**config.mk**
```make
export PLATFORM = sky130hd
export DESIGN_NAME = acc_dispatch
export DESIGN_NICKNAME = d
export VERILOG_FILES = /design/src/rtl/acc_dispatch.sv
export SDC_FILE = /design/constraint.sdc
export NUM_CORES = 1
export LEC_CHECK = 0
export ABC_AREA = 1
export ABC_CLOCK_PERIOD_IN_PS = 3100
export CAP_MARGIN = 0
export CORE_ASPECT_RATIO = 1.5
export CORE_UTILIZATION = 39
export DETAILED_ROUTE_END_ITERATION = 12
export GPL_ROUTABILITY_DRIVEN = 0
export MAX_ROUTING_LAYER = met4
export PLACE_DENSITY = 0.69
export SLEW_MARGIN = 20
export SYNTH_ARGS = -nofsm -noshare
export SYNTH_HDL_FRONTEND = slang
export SYNTH_SLANG_ARGS = --single-unit
```
**constraint.sdc**
```tcl
create_clock -name clk -period 3.1 [get_ports clk]
set_input_delay 0.465 -clock clk [delete_from_list [all_inputs] [get_ports clk]]
set_output_delay 0.465 -clock clk [all_outputs]
set_load 0.01 [all_outputs]
```
**src/rtl/acc_dispatch.sv**
```systemverilog
// acc_dispatch: queues accelerator jobs from the core and hands them to
// NUM_CH accelerator channels in round-robin order. Each channel has a small
// IDLE/BUSY FSM whose state is visible on ch_busy.
// Optional watchdog: define ACC_TIMEOUT_EN to return a channel to IDLE after
// TIMEOUT busy cycles without ch_done, and to set the sticky err flag.
//
// Handshake: a request is taken at a rising edge when req_valid & req_ready;
// req_ready depends only on the registered FIFO count, so a full FIFO refuses
// a request even if a dispatch frees a slot in the same cycle.
module acc_dispatch #(
  parameter int NUM_CH  = 2,
  parameter int ADDR_W  = 6,
  parameter int SIZE_W  = 6,
  parameter int QDEPTH  = 4,
  parameter int TIMEOUT = 255
) (
  input  logic                       clk,
  input  logic                       reset,
  input  logic                       req_valid,
  input  logic [ADDR_W-1:0]          req_addr,
  input  logic [SIZE_W-1:0]          req_size,
  output logic                       req_ready,
  input  logic [NUM_CH-1:0]          ch_done,
  output logic [NUM_CH-1:0]          ch_start,
  output logic [NUM_CH*ADDR_W-1:0]   ch_addr,
  output logic [NUM_CH*SIZE_W-1:0]   ch_size,
  output logic [NUM_CH-1:0]          ch_busy,
  output logic [$clog2(QDEPTH):0]    q_count,
  output logic [7:0]                 done_cnt,
  output logic                       all_idle,
  output logic                       err
);

  localparam int PW = $clog2(QDEPTH);
  localparam int CW = PW + 1;
  localparam int RW = (NUM_CH > 1) ? $clog2(NUM_CH) : 1;
  localparam logic [CW-1:0] FULL = CW'(QDEPTH);

  if (TIMEOUT < 1 || TIMEOUT > 255) begin : g_bad_timeout
    $error("acc_dispatch: TIMEOUT must be in 1..255");
  end

  typedef enum logic {CH_IDLE = 1'b0, CH_BUSY = 1'b1} ch_state_t;

  ch_state_t ch_state     [NUM_CH];
  ch_state_t ch_state_nxt [NUM_CH];

  logic [ADDR_W-1:0] q_addr [QDEPTH];
  logic [SIZE_W-1:0] q_size [QDEPTH];
  logic [PW-1:0]     wr_ptr, rd_ptr;
  logic [RW-1:0]     rr_ptr, sel;
  logic              found, disp, accept, enq, zero_acc;
  logic [3:0]        inc;
  logic [NUM_CH-1:0] wd_hit;

  assign req_ready = (q_count != FULL);
  assign accept    = req_valid & req_ready;
  assign enq       = accept & (req_size != '0);
  assign zero_acc  = accept & (req_size == '0);
  assign all_idle  = (q_count == '0) & ~|ch_busy;
  assign disp      = (q_count != '0) & found;

  // Pick the first idle channel at or after rr_ptr, wrapping modulo NUM_CH.
  always_comb begin
    found = 1'b0;
    sel   = '0;
    for (int i = 0; i < NUM_CH; i++) begin
      if (!found && !ch_busy[(int'(rr_ptr) + i) % NUM_CH]) begin
        found = 1'b1;
        sel   = RW'((int'(rr_ptr) + i) % NUM_CH);
      end
    end
  end

  // Completions this cycle: busy channels reporting done, plus a zero-size accept.
  always_comb begin
    inc = {3'b000, zero_acc};
    for (int c = 0; c < NUM_CH; c++) begin
      inc = inc + {3'b000, ch_done[c] & ch_busy[c]};
    end
  end

  // FIFO storage; contents are only meaningful between wr_ptr and rd_ptr.
  always_ff @(posedge clk) begin
    if (enq) begin
      q_addr[wr_ptr] <= req_addr;
      q_size[wr_ptr] <= req_size;
    end
  end

  // FIFO pointers, occupancy, round-robin pointer and completion counter.
  always_ff @(posedge clk or negedge reset) begin
    if (!reset) begin
      wr_ptr   <= '0;
      rd_ptr   <= '0;
      q_count  <= '0;
      rr_ptr   <= '0;
      done_cnt <= '0;
    end else begin
      if (enq)  wr_ptr <= wr_ptr + 1'b1;
      if (disp) begin
        rd_ptr <= rd_ptr + 1'b1;
        rr_ptr <= RW'((int'(sel) + 1) % NUM_CH);
      end
      q_count  <= q_count + CW'(enq) - CW'(disp);
      done_cnt <= done_cnt + {4'b0000, inc};
    end
  end

  // Dispatch datapath: one-cycle start pulse, address/size held until next dispatch.
  always_ff @(posedge clk or negedge reset) begin
    if (!reset) begin
      ch_start <= '0;
      ch_addr  <= '0;
      ch_size  <= '0;
    end else begin
      ch_start <= '0;
      if (disp) begin
        ch_start[sel]                          <= 1'b1;
        ch_addr[int'(sel)*ADDR_W +: ADDR_W]    <= q_addr[rd_ptr];
        ch_size[int'(sel)*SIZE_W +: SIZE_W]    <= q_size[rd_ptr];
      end
    end
  end

  // Channel FSM state register.
  always_ff @(posedge clk or negedge reset) begin
    if (!reset) begin
      for (int c = 0; c < NUM_CH; c++) ch_state[c] <= CH_IDLE;
    end else begin
      for (int c = 0; c < NUM_CH; c++) ch_state[c] <= ch_state_nxt[c];
    end
  end

  // Channel FSM next state: dispatch starts a job, done or watchdog ends it.
  always_comb begin
    for (int c = 0; c < NUM_CH; c++) begin
      ch_state_nxt[c] = ch_state[c];
      case (ch_state[c])
        CH_IDLE: if (disp && int'(sel) == c) ch_state_nxt[c] = CH_BUSY;
        CH_BUSY: if (ch_done[c] || wd_hit[c]) ch_state_nxt[c] = CH_IDLE;
        default: ch_state_nxt[c] = CH_IDLE;
      endcase
    end
  end

  // Channel FSM outputs.
  always_comb begin
    ch_busy = '0;
    for (int c = 0; c < NUM_CH; c++) ch_busy[c] = (ch_state[c] == CH_BUSY);
  end

`ifdef ACC_TIMEOUT_EN
  logic [7:0] wd_cnt [NUM_CH];

  // Watchdog fires on the edge where the count would reach TIMEOUT.
  always_comb begin
    for (int c = 0; c < NUM_CH; c++) begin
      wd_hit[c] = ch_busy[c] & ~ch_done[c] & (wd_cnt[c] == 8'(TIMEOUT - 1));
    end
  end

  // Busy-cycle counters (cleared on dispatch) and sticky error flag.
  always_ff @(posedge clk or negedge reset) begin
    if (!reset) begin
      for (int c = 0; c < NUM_CH; c++) wd_cnt[c] <= '0;
      err <= 1'b0;
    end else begin
      for (int c = 0; c < NUM_CH; c++) begin
        if (disp && int'(sel) == c) wd_cnt[c] <= '0;
        else if (ch_busy[c])        wd_cnt[c] <= wd_cnt[c] + 8'd1;
      end
      if (|wd_hit) err <= 1'b1;
    end
  end
`else
  assign wd_hit = '0;
  assign err    = 1'b0;
`endif

endmodule

```
; Word level (Yosys, flattened, before mapping)
; Memories as Yosys holds them, arrays and structs flattened.
; Index checks and enable logic that the tools add are counted.
[word_totals]
ramBits = 48
inputBits = 17
n_memories = 2
ff_bits = 44
wordCells = 75
[op_classes]
eq_ne = 1
n_mul = 1
n_shift = 3
bitwise_logic = 11
magnitude_cmp = 4
reduce_logical = 11
n_mux = 22
n_addsub = 10
[mem_list]
columns = name, depth, word_bits, read_ports, rd_ports_with_merged_regs, write_ports, line
row1 = q_addr, 4, 6, 1, 0, 1, 48  ; logic [ADDR_W-1:0] q_addr [QDEPTH];
row2 = q_size, 4, 6, 1, 0, 1, 49  ; logic [SIZE_W-1:0] q_size [QDEPTH];
[ops]
columns = op, n
row1 = 6-bit by 33-bit variable part select with 12-bit output, 2
row2 = 4-bit negator with 33-bit output, 1
row3 = 6-bit by 33-bit variable shift with 12-bit output (first input constant), 1
row4 = 12-bit bitwise mux, 2
row5 = 1-bit 2-to-1 mux, 16
row6 = 8-bit by 3-bit adder with 8-bit output, 1
row7 = 1-bit AND, 7
row8 = 6-bit logical NOT, 1
row9 = 6-bit nonzero test, 1
row10 = 2-bit by 1-bit adder with 2-bit output (second input constant), 2
row11 = 1-bit logical AND, 4
row12 = 1-bit by 2-bit less-than comparator with 1-bit output (second input constant), 2
row13 = 1-bit one-hot mux with 2 select lines, 2
row14 = 2-bit by 1-bit adder with 3-bit output, 1
row15 = 3-bit by 1-bit adder with 3-bit output, 1
row16 = 3-bit logical NOT, 1
row17 = 2-bit by 3-bit less-than comparator with 1-bit output (second input constant), 1
row18 = 1-bit by 2-bit multiplier with 3-bit output (second input constant), 1
row19 = 3-bit != test (second input constant), 1
row20 = 1-bit NOT, 3
row21 = 3-bit nonzero test, 1
row22 = 3-bit by 1-bit subtractor with 3-bit output, 1
row23 = 1-bit adder (second input constant), 2
row24 = 1-bit by 1-bit adder with 2-bit output, 1
row25 = 6 further kinds, 7

; Logic depth before layout (Yosys ltp)
[logic_depth]
depth_word = 13
depth_mapped = 11

; Worst setup path before layout
; OpenSTA, ideal clock, no wires.
[synth_timing]
path_kind = register -> register
startpoint = register q_count[1]
endpoint = register done_cnt[6]
setup_time_ns = 0.126
path_buffers = 0
arrival_ns = 2.377
path_slack_ns = 0.596
stages_incl_launch_ff = 11
path_cell_list = dfrtp_1 nor2_2 a21oi_1 nand4_1 fa_1 inv_1 ha_1 fa_1 nand3_1 nor2_1 xor2_1
[synth_between]
elab_chain_len = 6
[synth_lines]
columns = item, line
row1 = start: declaration, 28  ; output logic [$clog2(QDEPTH):0] q_count,
row2 = start signal: assignment, 105  ; q_count <= q_count + CW'(enq) - CW'(disp);
row3 = 3-bit != test, 56  ; assign req_ready = (q_count != FULL);
row4 = 1-bit AND, 57  ; assign accept = req_valid & req_ready;
row5 = 1-bit AND, 59  ; assign zero_acc = accept & (req_size == '0);
row6 = 1-bit by 1-bit adder with 2-bit output, 79  ; inc = inc + {3'b000, ch_done[c] & ch_busy[c]};
row7 = 2-bit by 1-bit adder with 3-bit output, 79
row8 = 8-bit by 3-bit adder with 8-bit output, 106  ; done_cnt <= done_cnt + {4'b0000, inc};
row9 = end signal: assignment, 106
row10 = end: declaration, 29  ; output logic [7:0] done_cnt,
; No other way between the ends.
; A chain may end at the register's enable or synchronous reset.

; Worst setup path after layout
[layout_timing]
startpoint = input port req_size[3]
endpoint = register done_cnt[6]
[layout_between]
elab_chain_len = 5
[layout_lines]
columns = item, line
row1 = start: declaration, 21  ; input logic [SIZE_W-1:0] req_size,
row2 = 6-bit logical NOT, 59
row3 = 1-bit AND, 59
row4 = 1-bit by 1-bit adder with 2-bit output, 79
row5 = 2-bit by 1-bit adder with 3-bit output, 79
row6 = 8-bit by 3-bit adder with 8-bit output, 106
; No other way between the ends.

==> flow_summary.yaml <==
sta:
  finalClockSkew_ns: 0.00413
  slew_headroom_pct: 36.6
  fin_crit_sh_pct: 87.9
  finalMaxSlewViolations: 0
  worstMarginPinSlew_ns: 0.951
  fin_crit_ns: 2.72
  rsz0062_at_grt: "false"
  setup-violations-final: 0
  hold_violations: 0
  tns_ns: 0
  fin_ws_ns: 0.377
  max_freq_mhz: 367
setup_path:
  required_ns: 3.33
  cp.arrival_ns: 2.95
  endpoint_kind: "register"
  crit_path_max_fanout: 5
  critical_path_class: "input pin to register"
  start_kind: "input pin"
global_route:
  grt_pass1_wl_um: 12800
  grt_use_total_pct: 16.6
  grt_pass1_vias: 2723
  overflow: 0
  grt_max_degree: 45
  antenna_found_initial: 0
clock_tree:
  cts-root-buf: "clkbuf_16"
  cts_sinks: 92
  post_cts_resized: 0
  cts_max_level: 3
  cts_hold_buf: 0
  postCtsSetupBuffers: 0
  numCtsBuffers: 9
  ctsLongestPathBuffers: 2
  clkSlewWorstSetupHoldPaths_ns: 0.06
  cts_tree: "yes"
  insertion_delay_ns: 0.35
layout:
  n_fill_cell: 892
  fin_nets: 493
  drive_above_1_share_pct: 7.23
  areaGrowthSynthToFinish_pct: 23.5
  final_cells: 587
  multi_input_area_um2: 1130
  seq_area_um2: 2540
  antennaDiodeCount: 0
yosys:
  ys_seq_elements: 92
  synth-edff-count: 48
  synth-main-ff-cell: "edfxtp_1"
  yosysSeqAreaShare_pct: 63.3
  synth_cells: 403
  synth.distinct_cells: 28
  synth_area_um2: 4020
  yosysWarningCount: 0
  async_reset_ff_share_pct: 47.8
  synth_area_per_cell_um2: 9.97
  syn_nets: 431
job:
  drv_cap: 0
min_path:
  min_path_type: "input pin to asynchronous set/reset pin"
power:
  report.power.total_mw: 5.10
  powerDensity_nw_per_um2: 1030
  peakVddDrop_uv: 402
  p_leak_nw: 2.37
placement:
  preCtsSetupSlack_ns: 0.0671
  dp_hpwl_um: 5300
  dp_cells: 571
  io_buffers: 57
detailed_routing:
  antenna_left: 0
  wl_per_cell_um: 13.0
  drc: 6
  drtPass1Iterations: 9
  vias: 2691
  wl_um: 7620
  routed_via_density: 4.58
  drtIter0Drc: 128
die:
  num_io_pins: 59
  rows: 45
  core-area_um2: 10100
  die_w_um: 84.9
  start_util_pct: 39.9
  die_area_um2: 10700
  chipHeight_um: 126
outcome:
  status: "complete, but fails checks"
  violations: "DRC"
## cells in the final DEF, fill, tap and decap left out, types with 6 or more instances in the layout
| master | instances |
|---|---|
| dfrtp_1 | 44 |
| buf_4 | 6 |
| clkbuf_16 | 9 |
| ha_1 | 8 |
| inv_1 | 67 |
| nand2_1 | 153 |
| edfxtp_1 | 48 |
| nand3_1 | 31 |
| clkdlybuf4s50_1 | 56 |
| nor2_1 | 9 |
## metal layers
layer  vias to the layer above  part of all wire, %  wire length (um)  global-route usage [%]
met3                        13                  4.9               375                    4.59
li1                       1352                    -                 -                       -
met5                         -                    0                 0                       -
met4                         0                  2.3               178                    7.88
met2                        60                   55              4170                    28.8
met1                      1266                   38              2900                    17.4
## path summary, 6_finish.rpt
path,from,to,slack [ns],cells past startpoint
min in group clk,ch_size[6],ch_size[6],0.48,2
setup / recovery,req_size[3],done_cnt[6],0.38,10
hold reg to reg,ch_size[6],ch_size[6],0.48,2
hold / removal,reset,done_cnt[5],0.27,1
setup reg to reg,q_count[1],done_cnt[6],0.51,10
max in group asynchronous,reset,ch_addr[4],2.24,1
## worst max-delay path, stage by stage
cell	delay (ns)
clkdlybuf4s50_1	0.48
nor2_1	0.25
nand4_1	0.19
fa_1	0.53
inv_1	0.05
ha_1	0.22
fa_1	0.42
nand3_1	0.15
nor2_1	0.06
xor2_1	0.14
## synthesized netlist by cell type, drive strengths merged (2+ instances only)
cell / instances / area share [%]
nand2: 157 / 15
nand4: 2 / 0.31
edfxtp: 48 / 36
nand3: 32 / 4.1
ha: 8 / 2.5
a21oi: 2 / 0.34
dfrtp: 44 / 27
fa: 3 / 1.5
xor2: 5 / 1.1
nor2: 12 / 1.6
xnor2: 2 / 0.44
inv: 70 / 6.5
buf: 11 / 2.0
o21ai: 3 / 0.65
## state kept, by name, summed over array words and instances (netlist names)
signal    cells
ch_addr      12
ch_busy       2
ch_size      12
ch_start      2
done_cnt      8
q_addr       24
q_count       3
q_size       24
rd_ptr        2
rr_ptr        1
wr_ptr        2
## cells by family (layout without fill, tap and decap cells)
group / after synthesis / in the layout / share of synthesized area, %
simple gates: 205 / 205 / 21.5
xor+xnor: 7 / 7 / 1.53
compound gates: 5 / 5 / 0.997
fa+ha+maj: 11 / 11 / 3.99
buf+inv: 82 / 149 / 8.63
flops: 92 / 92 / 63.3
other cells: 1 / 1 / 0.0934
## report_power, final
part | switching [mW] | total (mW) | internal, mW
combinational | 1.23 | 2.12 | 0.895
clock | 0.445 | 0.991 | 0.545
sequential | 0.277 | 1.99 | 1.72
## cell type report
| type | instances | area share, % |
|---|---|---|
| Clock inverter | 5 | 0.757 |
| Timing Repair Buffer | 63 | 12.3 |
| Inverter | 70 | 5.30 |
| Tap cell | 117 | 2.95 |
| Sequential cell | 92 | 51.3 |
| Multi-Input combinational cell | 229 | 22.7 |
| Clock buffer | 11 | 4.69 |
## stage by stage
stage | hold slack [ns] | instance area, um2 | util, %
2_1_floorplan | 0.169 | 4020 | -
3_3_place_gp | 0.465 | 4690 | 46.5
3_5_place_dp | 0.465 | 4690 | 46.5
4_1_cts | 0.301 | 4960 | 49.2
5_1_grt | 0.349 | 4960 | 49.2
6_report | 0.267 | 4960 | 49.2
Note: power is estimated with default switching activity, not from simulation.
